`config.mk`:
```
export PLATFORM = sky130hd
export DESIGN_NAME = btn_click_decoder_flat
export DESIGN_NICKNAME = d
export VERILOG_FILES = /design/src/rtl/btn_pkg.sv /design/src/rtl/btn_click_decoder_if.sv /design/src/rtl/btn_window_timer.sv /design/src/rtl/btn_click_decoder.sv /design/src/flat_wrapper.sv
export SDC_FILE = /design/constraint.sdc
export NUM_CORES = 1
export LEC_CHECK = 0
export CORE_AREA = 2 2 68 44
export DETAILED_ROUTE_END_ITERATION = 16
export DIE_AREA = 0 0 70 46
export GPL_TIMING_DRIVEN = 1
export PLACE_DENSITY = 0.78
export REMOVE_ABC_BUFFERS = 1
export SETUP_SLACK_MARGIN = 0.3
export SLEW_MARGIN = 20
export SYNTH_ARGS = -nofsm -noshare
export SYNTH_HDL_FRONTEND = slang
export SYNTH_HIERARCHICAL = 1
export SYNTH_SLANG_ARGS = --single-unit
export TNS_END_PERCENT = 5
```
`constraint.sdc`:
```
create_clock -name clk -period 7.2 [get_ports clk]
set_input_delay 1.8 -clock clk [delete_from_list [all_inputs] [get_ports clk]]
set_output_delay 1.8 -clock clk [all_outputs]
set_load 0.01 [all_outputs]
```
`src/rtl/btn_pkg.sv`:
```
// Shared types and constants for the button click decoder.
// Latency: n/a (package only).
// Backpressure: n/a (package only).
package btn_pkg;

   // Decoder FSM encoding; values are fixed so state can be probed by other logic.
   typedef enum logic [1:0] {
      IDLE = 2'd0,
      WAIT = 2'd1,
      EMIT = 2'd2
   } state_t;

   // 300 ms at 100 MHz.
   localparam int DEFAULT_WINDOW_CYC = 30_000_000;

   // Largest gesture that can be classified; also the default close-early count.
   localparam int MAX_CLICKS_LIMIT = 3;

   // Click counter width is fixed at 2 bits because a gesture holds at most 3 clicks.
   typedef logic [1:0] click_cnt_t;

   // Next click count; saturation is guaranteed by the FSM forcing EMIT at the limit.
   function automatic click_cnt_t next_click(input click_cnt_t cnt);
      return cnt + 2'd1;
   endfunction

endpackage

```
`src/rtl/btn_click_decoder_if.sv`:
```
// Pulse-in / event-out bundle between a debouncer, the click decoder and its consumers.
// Latency: n/a (signal grouping only).
// Backpressure: none; the input pulse and all event outputs are fire-and-forget.
interface btn_click_decoder_if;
   import btn_pkg::*;

   logic       i_btn_pulse;
   logic       o_single;
   logic       o_double;
   logic       o_triple;
   logic       o_busy;
   click_cnt_t o_click_cnt;

   // Pulse source and event consumer side.
   modport master (
      output i_btn_pulse,
      input  o_single,
      input  o_double,
      input  o_triple,
      input  o_busy,
      input  o_click_cnt
   );

   // Decoder side.
   modport slave (
      input  i_btn_pulse,
      output o_single,
      output o_double,
      output o_triple,
      output o_busy,
      output o_click_cnt
   );

endinterface

```
`src/rtl/btn_window_timer.sv`:
```
// Gesture window timer: counts idle cycles since the last accepted pulse.
// Latency: expire is combinational from the registered count (fires on the cycle cnt==WINDOW_CYC-1).
// Backpressure: none; clear dominates run, and the count sits at 0 whenever run is low.
module btn_window_timer #(
   parameter int WINDOW_CYC = 10
) (
   input  logic clk,
   input  logic rst,
   input  logic clear,
   input  logic run,
   output logic expire
);

   localparam int                 CNT_W = (WINDOW_CYC > 2) ? $clog2(WINDOW_CYC) : 1;
   localparam logic [CNT_W-1:0]   LAST  = CNT_W'(WINDOW_CYC - 1);

   logic [CNT_W-1:0] cnt_q;
   logic [CNT_W-1:0] cnt_d;

   // Count only while running; any clear or stop returns the counter to 0,
   // so it can never pass LAST and wrap.
   always_comb begin
      cnt_d = '0;
      if (run && !clear) begin
         cnt_d = cnt_q + 1'b1;
      end
   end

   // Counter register with synchronous reset.
   always_ff @(posedge clk) begin
      if (rst) begin
         cnt_q <= '0;
      end else begin
         cnt_q <= cnt_d;
      end
   end

   assign expire = run && (cnt_q == LAST);

endmodule

```
`src/rtl/btn_click_decoder.sv`:
```
// Groups debounced press pulses into single/double/triple click gestures, one event per gesture.
// Latency: event asserts WINDOW_CYC cycles after the last pulse, or the cycle after the MAX_CLICKS-th pulse.
// Backpressure: none; a pulse landing in the emit cycle opens a new gesture so nothing is dropped.
module btn_click_decoder
   import btn_pkg::*;
#(
   parameter int WINDOW_CYC = DEFAULT_WINDOW_CYC,
   parameter int MAX_CLICKS = MAX_CLICKS_LIMIT
) (
   input  logic                clk,
   input  logic                rst,
   btn_click_decoder_if.slave  bus
);

   localparam click_cnt_t MAX_CNT   = click_cnt_t'(MAX_CLICKS);
   localparam logic       HAS_TRIPLE = (MAX_CLICKS >= 3);

   state_t     state_q,  state_d;
   click_cnt_t clicks_q, clicks_d;
   click_cnt_t clicks_inc;
   logic       single_q, single_d;
   logic       double_q, double_d;
   logic       triple_q, triple_d;
   logic       busy_q,   busy_d;

   logic       pulse;
   logic       timer_run;
   logic       timer_clear;
   logic       timer_expire;

   assign pulse      = bus.i_btn_pulse;
   assign clicks_inc = next_click(clicks_q);

   // The window only runs in WAIT; it restarts on every accepted pulse and on
   // expiry so the counter is already 0 when the FSM moves to EMIT.
   assign timer_run   = (state_q == WAIT);
   assign timer_clear = pulse || timer_expire;

   btn_window_timer #(
      .WINDOW_CYC (WINDOW_CYC)
   ) u_timer (
      .clk    (clk),
      .rst    (rst),
      .clear  (timer_clear),
      .run    (timer_run),
      .expire (timer_expire)
   );

   // Next state and click count; a pulse always takes priority over a timeout.
   always_comb begin
      state_d  = state_q;
      clicks_d = clicks_q;
      unique case (state_q)
         IDLE: begin
            if (pulse) begin
               state_d  = WAIT;
               clicks_d = 2'd1;
            end
         end
         WAIT: begin
            if (pulse) begin
               clicks_d = clicks_inc;
               if (clicks_inc == MAX_CNT) begin
                  state_d = EMIT;
               end
            end else if (timer_expire) begin
               state_d = EMIT;
            end
         end
         EMIT: begin
            if (pulse) begin
               state_d  = WAIT;
               clicks_d = 2'd1;
            end else begin
               state_d  = IDLE;
               clicks_d = 2'd0;
            end
         end
         default: begin
            state_d  = IDLE;
            clicks_d = 2'd0;
         end
      endcase
   end

   // Event/status outputs are precomputed from the next state so that, once
   // registered, they are a pure decode of state/count with no glitches.
   always_comb begin
      single_d = (state_d == EMIT) && (clicks_d == 2'd1);
      double_d = (state_d == EMIT) && (clicks_d == 2'd2);
      triple_d = HAS_TRIPLE && (state_d == EMIT) && (clicks_d == 2'd3);
      busy_d   = (state_d != IDLE);
   end

   // FSM, click count and registered outputs; reset aborts any open gesture.
   always_ff @(posedge clk) begin
      if (rst) begin
         state_q  <= IDLE;
         clicks_q <= 2'd0;
         single_q <= 1'b0;
         double_q <= 1'b0;
         triple_q <= 1'b0;
         busy_q   <= 1'b0;
      end else begin
         state_q  <= state_d;
         clicks_q <= clicks_d;
         single_q <= single_d;
         double_q <= double_d;
         triple_q <= triple_d;
         busy_q   <= busy_d;
      end
   end

   assign bus.o_single    = single_q;
   assign bus.o_double    = double_q;
   assign bus.o_triple    = triple_q;
   assign bus.o_busy      = busy_q;
   assign bus.o_click_cnt = clicks_q;

endmodule

```
`src/flat_wrapper.sv`:
```
// flat-port wrapper written by rule: the top's interface ports become plain ports
module btn_click_decoder_flat import btn_pkg::*;
#(
   parameter int WINDOW_CYC = DEFAULT_WINDOW_CYC,
   parameter int MAX_CLICKS = MAX_CLICKS_LIMIT
)
  (clk, rst, bus_i_btn_pulse, bus_o_single, bus_o_double, bus_o_triple, bus_o_busy, bus_o_click_cnt);
  btn_click_decoder_if bus_i ();
  input  logic clk;
  input  logic rst;
  input wire logic [$bits(bus_i.i_btn_pulse)-1:0] bus_i_btn_pulse;
  output wire logic [$bits(bus_i.o_single)-1:0] bus_o_single;
  output wire logic [$bits(bus_i.o_double)-1:0] bus_o_double;
  output wire logic [$bits(bus_i.o_triple)-1:0] bus_o_triple;
  output wire logic [$bits(bus_i.o_busy)-1:0] bus_o_busy;
  output wire logic [$bits(bus_i.o_click_cnt)-1:0] bus_o_click_cnt;
  assign bus_i.i_btn_pulse = bus_i_btn_pulse;
  assign bus_o_single = bus_i.o_single;
  assign bus_o_double = bus_i.o_double;
  assign bus_o_triple = bus_i.o_triple;
  assign bus_o_busy = bus_i.o_busy;
  assign bus_o_click_cnt = bus_i.o_click_cnt;
  btn_click_decoder #(.WINDOW_CYC(WINDOW_CYC), .MAX_CLICKS(MAX_CLICKS)) u_core (.clk(clk), .rst(rst), .bus(bus_i));
endmodule
```
==> metrics, run 1 <==
status finished clean; CP startpoint kind input port; most frequent cell on the critical path nor2_1; Rows 15; top cell types by occurrence after synthesis 33 x dfxtp_1, 19 x nor2_1, 12 x a21oi_1, 12 x nand3_1, 12 x o21ai_0; vias per cell 5.721; drt total wl 3.088 mm; CP max-delay cell clkdlybuf4s50_1; antenna cells 0; Mean Syn Cell Area 8.487 um2; Sink Count 33; initial antenna violation count 0; routability cong. 0.9025; share of cells above drive strength 1 5.946%; Overflow after GRT 0; Final HPWL DP 2.250 mm; Worst-Margin Slew 0.7918 ns; CP Capture Type register; die width 70 um; RR Startpoint u_core/state_q[1]; Netlist cell types 32; Lkg Pwr 0.5087 nW; min Tclk post-route 3.295 ns; max frequency 0.3035 GHz; I/O pins 9; RSZ-0062 raised after global routing false; Slew headroom 47.09%; Required @ worst endpoint 7.41 ns; Num CTS Buffers 5; CP top delay family simple AND/OR/NAND/NOR gates; drt initial violations 91; design area 1663 um2; Fin Setup TNS 0 ns; drt wl/cell 14.10 um; first-pass GRT wire length 5.147 mm; Critical Path AT 3.50 ns; Synth top area share 44.48%; slowest stage delay, CP 0.53 ns; final period utilization 45.77%; Cells after Synth 175; CTS root buf clkbuf_8; count of maximum capacitance violations 0; crit-path cells clkdlybuf4s50_1 -> nor2_1 -> inv_1 -> nor2_1 -> nand2_1 -> a21oi_1; clock skew 0.004610 ns; EDFF count, synth 0; core area 2665 um2; WHS 0.4930 ns; die area 3220 um2; Seq/Total Area, Yosys 44.48%; Setup Crit Path Kind input port to register; Worst-path clk slew 0.07 ns; CTS H-Tree Depth 2; DR DRC count 0; TritonCTS clock tree yes; via count 1253; worst-path fanout max 24; port buffer count 8; Placed Area 1577 um2; flops & latches, synth 33; Starting Density 55.73%; Synth area leader dfxtp_1; ys async rst share 0%; Final ANT Viol Nets 0; Clock Tree Buf Depth 2; largest net degree at the start of global routing 25; Peak supply drop 0.1516 mV; HP Class register to register; P&R area growth vs syn 11.96%; # hold bufs at CTS 0; vias in the first global route 1067; Final setup violation count 0; P per Cell Area 202.8 nW/um2; fin. max-slew vios 0; Worst-Skew Late Latency 0.29 ns; count leader, synth dfxtp_1; Final Hold Vio Count 0; ranking of synthesized cells by area dfxtp_1 44%, xnor2_1 5.3%, nor2_1 4.8%; top_reg_cell synth dfxtp_1; Crit. Startpoint bus_i_btn_pulse; HP Start u_core/u_timer/cnt_q[23]; yosys warns 6; GRT Total Usage 21.93%; Final #Nets 190; DRT Pass-1 Iters 4; die height 46 um; Setup Fix Bufs, Post-CTS 0; PostCTS Resize Cnt 0; mapped cell area 1485 um2; WP buf/inv 2
## where the power goes
group	switching (W)	internal [W]	leakage, nW
clock network	0.0000684	0.0000665	0.0439
logic	0.00000940	0.00000679	0.198
registers	0.00000148	0.000184	0.267
total	0.0000793	0.000258	0.509
## placed cells by master (no fill, tap or decap), types with 4 or more instances in the layout
cell type / count
a21oi_1: 12
clkbuf_8: 5
clkdlybuf4s50_1: 8
dfxtp_1: 33
inv_1: 9
nand2_1: 9
nand3_1: 12
nand4_1: 6
nor2_1: 19
nor3_1: 5
nor4_1: 4
o21ai_0: 12
or3_1: 11
or4_1: 4
xnor2_1: 9
## cell families after synthesis
family          share of synthesized area (%)
mux                                    0.6740
buf+inv                                 4.380
fa+ha+maj                               2.528
flops                                   44.48
xor+xnor                                6.487
compound gates                          10.03
simple gates                            31.42
## flip-flops by register name, summed over array words and instances, names as in the netlist
name	count
u_core/bus.o_triple	1
u_core/bus.o_single	1
u_core/bus.o_busy	1
u_core/state_q	2
u_core/bus.o_double	1
u_core/u_timer/cnt_q	25
u_core/bus.o_click_cnt	2
## worst min-delay path: cells and delay by family, from the launching register on
| kind | cells | cell delay [ns] |
|---|---|---|
| compound gates | 2 | 0.13 |
| flops | 1 | 0.32 |
## through the flow
stage | power (W) | worst slack, ns | cells | utilization [%]
global route | 0.0003525 | 3.635 | 219 | 62.39
finish | 0.0003372 | 3.905 | 219 | 62.39
floorplan | 0.0001986 | 4.518 | 169 | -
CTS | 0.0003409 | 3.917 | 219 | 62.39
global placement | 0.0002051 | 3.751 | 211 | 59.15
detailed placement | 0.0002060 | 3.605 | 211 | 59.15
## per-layer routing
metal  vias to the layer above  track usage (%)  wire length [um]  share of wire, %
li1                        648                -                 -                 -
met1                       577            30.76              1579                51
met2                        22            30.48              1291                42
met3                         6            9.292               182               5.9
met4                         0            6.923                35               1.1
met5                         -                0                 0                 0
## final cells by class
| type | count | area, um2 |
|---|---|---|
| clock buffers | 5 | 68.82 |
| clock inverters | 3 | 17.52 |
| fillers | 220 | 1002 |
| inverters | 9 | 33.78 |
| multi-input cells | 127 | 759.5 |
| flip-flops and latches | 33 | 660.6 |
| well taps | 34 | 42.54 |
| repair buffers | 8 | 80.08 |
## worst paths after layout
path	end	slack, ns	depth (start not counted)
setup / recovery	u_core/u_timer/cnt_q[7]	3.90	6
hold / removal	u_core/u_timer/cnt_q[23]	0.49	2
setup reg to reg	u_core/u_timer/cnt_q[3]	4.46	9
hold reg to reg	u_core/u_timer/cnt_q[23]	0.49	2
No activity file was read; power rests on OpenSTA's default activity.
==> run 2: changes to the inputs <==
--- a/config.mk
+++ b/config.mk
@@ -5,11 +5,11 @@
 export SDC_FILE = /design/constraint.sdc
 export NUM_CORES = 1
 export LEC_CHECK = 0
-export CORE_AREA = 2 2 68 44
+export CORE_AREA = 2 2 69 45
 export DETAILED_ROUTE_END_ITERATION = 16
-export DIE_AREA = 0 0 70 46
+export DIE_AREA = 0 0 71 47
 export GPL_TIMING_DRIVEN = 1
-export PLACE_DENSITY = 0.78
+export PLACE_DENSITY = 0.75
 export REMOVE_ABC_BUFFERS = 1
 export SETUP_SLACK_MARGIN = 0.3
 export SLEW_MARGIN = 20
==> constraint.sdc (replaced) <==
create_clock -name clk -period 3.35 [get_ports clk]
set_input_delay 0.8375 -clock clk [delete_from_list [all_inputs] [get_ports clk]]
set_output_delay 0.8375 -clock clk [all_outputs]
set_load 0.01 [all_outputs]
==> metrics, run 2 (synthesis results as in run 1) <==
I/O pins 9 (unchanged); PostCTS Resize Cnt 0 (unchanged); FILL cells 233 (was 220); Required @ worst endpoint 3.48 ns (was 7.41 ns); DR DRC count 0 (unchanged); Starting Density 54.57% (was 55.73%); core area 2721 um2 (was 2665 um2); crit-path cells nor2b_1 -> nand4_1 -> or4_1 -> nor4_1 -> nor2_1 -> inv_1 -> nor2_1 -> nand2_1 -> nor2_1 (was clkdlybuf4s50_1 -> nor2_1 -> inv_1 -> nor2_1 -> nand2_1 -> a21oi_1); worst-path fanout max 24 (unchanged); Slew headroom 44.53% (was 47.09%); CP top delay family simple AND/OR/NAND/NOR gates (unchanged); DRT Pass-1 Iters 4 (unchanged); # hold bufs at CTS 0 (unchanged); Overflow after GRT 0 (unchanged); min Tclk post-route 2.726 ns; Final ANT Viol Nets 0 (unchanged); Setup WS post-layout 0.6242 ns (was 3.905 ns); commonest non-fill, non-tap cell in the layout dfxtp_1 (unchanged); Critical Path AT 2.86 ns (was 3.50 ns); Num CTS Buffers 5 (unchanged); die area 3337 um2 (was 3220 um2); Final Util 61.66% (was 62.39%); CTS root buf clkbuf_8 (unchanged); via count 1270 (was 1253); drt initial violations 84 (was 91); Rows 15 (unchanged); Setup WS pre-CTS 0.6660 ns (was 3.605 ns); Sink Count 33 (unchanged); Worst-path clk slew 0.07 ns (about the same); die height 47 um (was 46 um); clock skew 0.006495 ns (was 0.004610 ns); Setup Crit Path Kind register to register (was input port to register); WP buf/inv 1 (was 2); CTS H-Tree Depth 2 (unchanged); most frequent cell on the critical path nor2_1 (unchanged); initial antenna violation count 0 (unchanged); drt total wl 3.319 mm (was 3.088 mm); CP Capture Type register (unchanged); Final setup violation count 0 (unchanged); routability cong. 0.9706 (was 0.9025); vias per cell 5.799 (was 5.721); fin. max-slew vios 0 (unchanged); status finished clean (unchanged); RSZ-0062 raised after global routing false (unchanged); Clock Tree Buf Depth 2 (unchanged); final period utilization 81.37%; GRT Total Usage 22.52% (was 21.93%); Fin Setup TNS 0 ns (unchanged); Final #Nets 190 (unchanged); vias in the first global route 1178 (was 1067); P per Cell Area 452.2 nW/um2 (was 202.8 nW/um2); Placed Area 1577 um2 (unchanged); design area 1678 um2 (was 1663 um2); Final Hold Vio Count 0 (unchanged); Lkg Pwr 0.5190 nW (was 0.5087 nW); CP startpoint kind register (was input port); HP Class register to register (unchanged); Worst-Skew Late Latency 0.28 ns (was 0.29 ns); first-pass GRT wire length 5.464 mm (was 5.147 mm); port buffer count 8 (unchanged); most frequent cells in the layout 33 x dfxtp_1, 19 x nor2_1, 12 x nand3_1, 12 x o21ai_0, 12 x a21oi_1 (unchanged); drt wl/cell 15.16 um (was 14.10 um); Final HPWL DP 2.396 mm (was 2.250 mm); largest net degree at the start of global routing 25 (unchanged); TritonCTS clock tree yes (unchanged); P&R area growth vs syn 12.97% (was 11.96%); Setup Fix Bufs, Post-CTS 0 (unchanged); CP max-delay cell nand2_1 (was clkdlybuf4s50_1); max frequency 0.3669 GHz; max FFs per register 25 (unchanged); slowest stage delay, CP 0.62 ns (was 0.53 ns); count of maximum capacitance violations 0 (unchanged); Peak supply drop 0.3580 mV (was 0.1516 mV); Largest Register u_core/u_timer/cnt_q (unchanged); die width 71 um (was 70 um); share of cells above drive strength 1 5.946% (unchanged); Worst-Margin Slew 0.8300 ns (was 0.7918 ns); antenna cells 0 (unchanged)
-- run 2: path summary, 6_finish.rpt --
path | cells past startpoint | slack, ns | start | endpoint
max | 9 | 0.62 | u_core/state_q[0] | u_core/u_timer/cnt_q[13]
min | 2 | 0.50 | u_core/u_timer/cnt_q[23] | u_core/u_timer/cnt_q[23]
max reg2reg | 9 | 0.62 | u_core/state_q[0] | u_core/u_timer/cnt_q[13]
min reg2reg | 2 | 0.50 | u_core/u_timer/cnt_q[23] | u_core/u_timer/cnt_q[23]
-- run 2: final cells by class --
type / count / area (um2) / area share (%)
inverters: 9 / 33.78 / 2.013
clock inverters: 1 / 5.005 / 0.2983
multi-input cells: 127 / 759.5 / 45.26
flip-flops and latches: 33 / 660.6 / 39.37
clock buffers: 7 / 96.34 / 5.742
repair buffers: 8 / 80.08 / 4.773
well taps: 34 / 42.54 / 2.535
-- run 2: metal layers --
metal | vias up | track usage (%) | wire [um]
met3 | 4 | 6.438 | 136
met4 | 0 | 10.94 | 36
met1 | 594 | 28.61 | 1627
met2 | 27 | 36.64 | 1519
met5 | - | 0 | 0
li1 | 645 | - | -
-- run 2: where the power goes --
part           switching (W)  internal [W]
logic              0.0000209     0.0000145
clock network       0.000138      0.000185
registers         0.00000283      0.000397
-- run 2: per-stage QoR --
stage	power, W	std cells	hold slack [ns]
after floorplan	0.0004269	169	0.4521
after global placement	0.0004411	211	0.4704
after detailed placement	0.0004429	211	0.4835
after CTS	0.0007645	219	0.4992
after global routing	0.0007846	219	0.5077
final	0.0007588	219	0.4971
-- run 2: tightest hold or removal path, cell delays in order, from the launching register on --
cell	delay (ns)
dfxtp_1	0.32
o21ai_0	0.07
a21oi_1	0.06
==> variant (config.mk and constraints of run 2) <==
`DEFAULT_WINDOW_CYC`: 30_000_000 -> 60_000_000.
--- a/src/rtl/btn_pkg.sv
+++ b/src/rtl/btn_pkg.sv
@@ -11,7 +11,7 @@
    } state_t;
 
    // 300 ms at 100 MHz.
-   localparam int DEFAULT_WINDOW_CYC = 30_000_000;
+   localparam int DEFAULT_WINDOW_CYC = 60_000_000;
 
    // Largest gesture that can be classified; also the default close-early count.
    localparam int MAX_CLICKS_LIMIT = 3;
Formal check against the unedited RTL: no difference found for any inputs over 10 cycles, from zero or initial values and one cycle with rst high; that may be too few to reach the edited logic, so the function may still have changed.
==> variant against run 2 <==
  * Setup slack better by 0.33 ns
  * Area after synthesis is 7.3% higher
  * Critical endpoint is now u_core/bus.o_double$_SDFF_PP0_
  * Synthesized cell count is 2.3% higher
  * Power is 6.1% higher
  * Sequential cell count is 1 higher
  * Final area is 6.5% higher
  * First-iteration DRC count is 19% lower
  * Non-clock buffer count is 1 higher
  * Wire length is 2.5% lower
==> variant: results <==
power_and_ir_drop:
  powerSeq_mw: 0.411
  switching_power_mw: 0.159
  ir_drop_mv: 0.303
  combinationalPowerShare_pct: 4.4
  p_leak_nw: 0.588
finish:
  multi_input_gates: 131
  buffer_area_share_pct: 4.90
  largest_reg_flops: 26
  n_all_inverters: 8
  clock_area_share_pct: 5.95
  final_net_count: 195
  buffers: 9
  syn_to_final_growth_pct: 12.1
  seq_area_um2: 681
  fillerInstances: 218
  drive_gt1_share_pct: 7.89
  multi_input_area_um2: 840
worst_setup_path:
  max_stage_delay_ns: 0.47
  crit_slowest_cell: "or4_4"
  rr_worst_depth: 7
  r2r_setup_slack_ns: 0.96
  path_max_fanout: 8
  worstPathArrival_ns: 2.59
  crit_start: "u_core/u_timer/cnt_q[0]$_SDFF_PP0_"
  crit_family: "simple AND/OR/NAND/NOR gates"
timing:
  holdWs_ns: 0.473
  finClkSkew_ns: 0.00935
  slew_headroom_pct: 70.3
grt:
  grt_pass1_vias: 1217
  use_met3_pct: 8.37
  grtUsageMet1_pct: 28.3
  grt_use_total_pct: 21.8
  grt.met2_usage_pct: 35.7
  grt_first_pass_wirelength_um: 5520
routing:
  wl_met3_um: 112
  met2WireLength_um: 1540
  wl_per_cell_um: 14.4
  met1_length_um: 1580
  drt_iter0_markers: 68
synth:
  seq_area_frac_synth_pct: 42.7
  ys_top_cells_by_count: "dfxtp_1 (34), nor2_1 (19), nand2_1 (12)"
  ys_top_cells_by_area: "dfxtp_1 (43%), nor2_1 (4.5%), xor2_1 (4.4%)"
  synth_xor_area_share_pct: 6.59
  synthAdderAreaFrac_pct: 2.35
  synth_mux_area_share_pct: 0.628
  ys_types: 43
  synth.cell_area_mm2: 0.00159
  synth-compound-area-share_pct: 9.97
run_status:
  outcome: "complete, no violations"
placed_design:
  dpl_cell_area_mm2: 0.00168
  dp_hpwl_um: 2320
  routabilityCongestion: 0.846
  pre_cts_slack_ns: 0.891
clock_network:
  clock_path_buffers: 2
  cts.sinks: 34
worst_hold_path:
  hp-start: "u_core/u_timer/cnt_q[0]$_SDFF_PP0_"
  hold_path_depth: 1
==> variant: changes by cell type after synthesis, moves of 5 or more <==
cell | run 2 | this run
o21ai_0 | 12 | 3
o31ai_1 | 1 | 6
or3_1 | 11 | 3
xnor2_1 | 9 | 4
xor2_1 | 2 | 8
==> variant: through the flow <==
stage | power [mW] | util [%] | cells
final | 0.805 | 65.7 | 224
after floorplan | 0.439 | - | 173
after CTS | 0.813 | 65.7 | 224
after global placement | 0.453 | 61.7 | 216
after detailed placement | 0.455 | 61.7 | 216
after global routing | 0.836 | 65.7 | 224
==> variant: path summary, 6_finish.rpt <==
check / endpoint
hold / removal: u_core/u_timer/cnt_q[0]$_SDFF_PP0_
hold reg to reg: u_core/u_timer/cnt_q[0]$_SDFF_PP0_
setup reg to reg: u_core/bus.o_double$_SDFF_PP0_
setup / recovery: u_core/bus.o_double$_SDFF_PP0_
